## src/rtl/clock_divider.sv

```systemverilog
// Integer clock divider: registered square wave, low for DIVISOR/2 cycles then high for the rest.
// Define CLKDIV_TICK_OUT_EN to add a one-cycle 'tick' output at each period wrap.
module clock_divider #(
    parameter int unsigned DIVISOR = 5000
) (
    input  logic clk,
    input  logic rst,
    output logic slowerClock
`ifdef CLKDIV_TICK_OUT_EN
    ,
    output logic tick
`endif
);

    // Guarded so an illegal DIVISOR still elaborates far enough to report the error.
    localparam int unsigned CW = (DIVISOR < 2) ? 1 : $clog2(DIVISOR);
    localparam int unsigned L  = DIVISOR / 2;
    localparam int unsigned H  = DIVISOR - L;

    localparam logic [CW-1:0] LAST = CW'(DIVISOR - 1);
    localparam logic [CW-1:0] RISE = CW'(L);

    if (DIVISOR < 2) begin : g_bad_divisor
        $error("clock_divider: DIVISOR must be at least 2");
    end

    if ((H < L) || (H > L + 1)) begin : g_bad_phase
        $error("clock_divider: inconsistent phase lengths");
    end

    logic [CW-1:0] count;
    logic [CW-1:0] count_next;
    logic          wrap;
    logic          slower_next;

    always_comb begin
        wrap        = (count == LAST);
        count_next  = wrap ? '0 : count + CW'(1);
        // Output follows the next count so its edges land on the same clk edge as the count.
        slower_next = (count_next >= RISE);
    end

    always_ff @(posedge clk or posedge rst) begin
        if (rst) begin
            count       <= '0;
            slowerClock <= 1'b0;
        end else begin
            count       <= count_next;
            slowerClock <= slower_next;
        end
    end

`ifdef CLKDIV_TICK_OUT_EN
    always_ff @(posedge clk or posedge rst) begin
        if (rst) begin
            tick <= 1'b0;
        end else begin
            tick <= wrap;
        end
    end
`endif

endmodule

```

## config.mk

```make
export PLATFORM = sky130hd
export DESIGN_NAME = clock_divider
export DESIGN_NICKNAME = d
export VERILOG_FILES = /design/src/rtl/clock_divider.sv
export SDC_FILE = /design/constraint.sdc
export NUM_CORES = 1
export LEC_CHECK = 0
export CORE_AREA = 2 2 39 41
export CTS_BUF_LIST = sky130_fd_sc_hd__clkbuf_8
export DETAILED_ROUTE_END_ITERATION = 8
export DIE_AREA = 0 0 41 43
export PLACE_DENSITY = 0.71
export RECOVER_POWER = 100
export SYNTH_ARGS = -nofsm -noshare
export SYNTH_HDL_FRONTEND = slang
export SYNTH_SLANG_ARGS = --single-unit
```

## constraint.sdc

```tcl
create_clock -name clk -period 4.7 [get_ports clk]
set_input_delay 0.47 -clock clk [delete_from_list [all_inputs] [get_ports clk]]
set_output_delay 0.47 -clock clk [all_outputs]
set_load 0.02 [all_outputs]
```

==> run_results.csv <==
group,metric,value,unit
run_status,outcome,"completed",
route,drtIter0Drc,4,
clock_network,clock_latency,0.24,ns
clock_network,clock_path_buffers,2,
timing,fin_crit_sh,0.600,
route,wl_met2,562,microns
synth,yosysMostFrequentCell,"dfrtp_1",
timing,fin_crit,2.82,ns
die,dieArea,1760,sq um
clock_network,cts_setup_buffers,0,
die,chipWidth,41,microns
die,initial_utilization,0.509,
route,drc,0,
route,via_per_inst,5.50,
power_and_ir_drop,leakage,0.357,nW
layout,antenna_cells,0,
synth,synth_flop_cell,"dfrtp_1",
placement,hpwlAfterDp,890,microns
synth,ys_warn_count,0,
setup_path,cp.required,4.82,ns
timing,clock_skew,0.00424,ns
timing,tns,0,ns
route,wl_met3,30,microns
synth,synth_top_area_frac,0.497,
synth,async_reset_ff_frac,1.00,
clock_network,postCtsHoldBufs,0,
power_and_ir_drop,vdd_drop_max,0.000178,V
synth,syn-instance-count,69,
die,rows,14,
clock_network,clk_pin_slew_worst_paths,0.05,ns
clock_network,cts_max_level,1,
placement,gp_congestion,0.805,
synth,avgSynthCellArea,10.2,sq um
route,drt.antenna.violating_nets,0,
grt,grt_pass1_vias,515,
timing,worst_pin_slew,1.17,ns
die,ios,3,
clock_network,cts-root-buf,"clkbuf_8",
timing,setup_ws,1.88,ns
synth,synth_cell_types,25,
synth,synth_edf_count,0,
die,core_area,1380,sq um
clock_network,ctsResizeCount,0,
grt,gr-total-overflow,0,
timing,finalSetupViolations,0,
grt,grt.total_usage,0.196,
route,finalWirelength,1230,microns
setup_path,cp-end-kind,"register",
setup_path,worstSetupStartpointType,"register",
grt,grt_pass1_wl,2210,microns
synth,yosysTopAreaCell,"dfrtp_1",
route,vias,495,
timing,hold_violations,0,
hold_path,hold_path.class,"reg2reg",
clock_network,clock_sinks,14,
setup_path,crit_fanout,8,
clock_network,cts_tree,"done",
layout,drive_gt1_frac,0.0811,
synth,synthTopCellsByArea,"dfrtp_1, xor2_1, nor2_1",
timing,slew_headroom,0.210,
setup_path,worstPathArrival,2.95,ns
route,drt-wirelength-per-cell,13.6,microns
power_and_ir_drop,total_power,0.218,mW
synth,synth_nets,72,
synth,synth_area,704,sq um
synth,ys_seq_area_frac,0.497,
layout,syn2layout_area_growth,9.06,%
route,met1_length,588,microns
grt,grt_max_degree,15,
power_and_ir_drop,pwr_density_cell,283,nW/um^2
grt,antenna_found_initial,0,
timing,rsz0062_at_grt,"false",
setup_path,critical_path_class,"reg2reg",
synth,ys_ff_latch,14,
timing,fmax,0.354,GHz
clock_network,cts_buffers,3,
timing,maxSlewViolCount,0,
synth,synth_common_cells,"dfrtp_1, nor2_1, xor2_1",
placement,post-place-ws,2.64,ns
layout,final_util,0.555,
timing,holdWs,0.485,ns
route,dr.pass1.iters,4,
job,drv_cap,0,
layout,fin_nets,79,
route,highest_layer,"met4",
placement,port_buffers,2,
die,die_h,43,microns
## cells in the final DEF (no fill, tap or decap)
cell,instances
dfrtp_1,14
nor2_1,8
xor2_1,8
nand2_1,5
nand3_1,4
inv_1,4
nor3_1,3
xnor2_1,3
clkbuf_8,3
nand4_1,2
nor4_1,2
o21ai_0,2
a21oi_1,2
dlygate4sd3_1,2
or4_2,1
or3b_2,1
or3_1,1
nor2b_1,1
and2_0,1
or2_2,1
o221ai_1,1
o2111ai_1,1
o31a_1,1
a31oi_1,1
a2bb2oi_1,1
ha_1,1
## stage by stage
step	cell area, sq um	cells
2_1_floorplan	704	69
4_1_cts	786	90
3_3_place_gp	744	87
6_report	768	90
5_1_grt	768	90
3_5_place_dp	744	87
## cell type report
class	count	area (sq um)
clock buffers	3	41.3
fillers	128	616
inverters	4	15.0
multi-input cells	51	322
flip-flops and latches	14	350
well taps	16	20.0
repair buffers	2	20.0
## layer usage
metal  up-vias  GRT usage
li1        251          -
met1       234      0.278
met2         5      0.253
met3         5     0.0471
met4         0      0.140
met5         -          0
## power breakdown
group          internal (mW)  switching (mW)
combinational       0.000607         0.00227
sequential             0.121               0
clock                 0.0565          0.0375
## final timing paths
kind                                to      from  cells past startpoint  slack (ns)
max                        slowerClock  count[4]                      5        1.88
min reg2reg                   count[0]  count[0]                      1        0.49
min                           count[0]  count[0]                      1        0.49
min in group asynchronous     count[6]       rst                      2        0.70
max in group asynchronous    count[10]       rst                      2        3.66
max reg2reg                slowerClock  count[4]                      5        1.88
## critical path: stages (launching register included)
cell,delay [ns]
dfrtp_1,0.44
or4_2,0.69
nor4_1,0.96
o221ai_1,0.27
o2111ai_1,0.25
a2bb2oi_1,0.10
## flip-flops by register name (all words and copies together), names as in the netlist
name	count
count	13
slowerClock	1
## cells by family after synthesis
family / share of synthesized area
adders and majority gates: 0.0178
DFF: 0.497
AOI/OAI and AO/OA: 0.0870
buffers and inverters: 0.0213
xor gates and xnor gates: 0.137
and+or+nand+nor: 0.240
No activity file was read; power rests on OpenSTA's default activity.
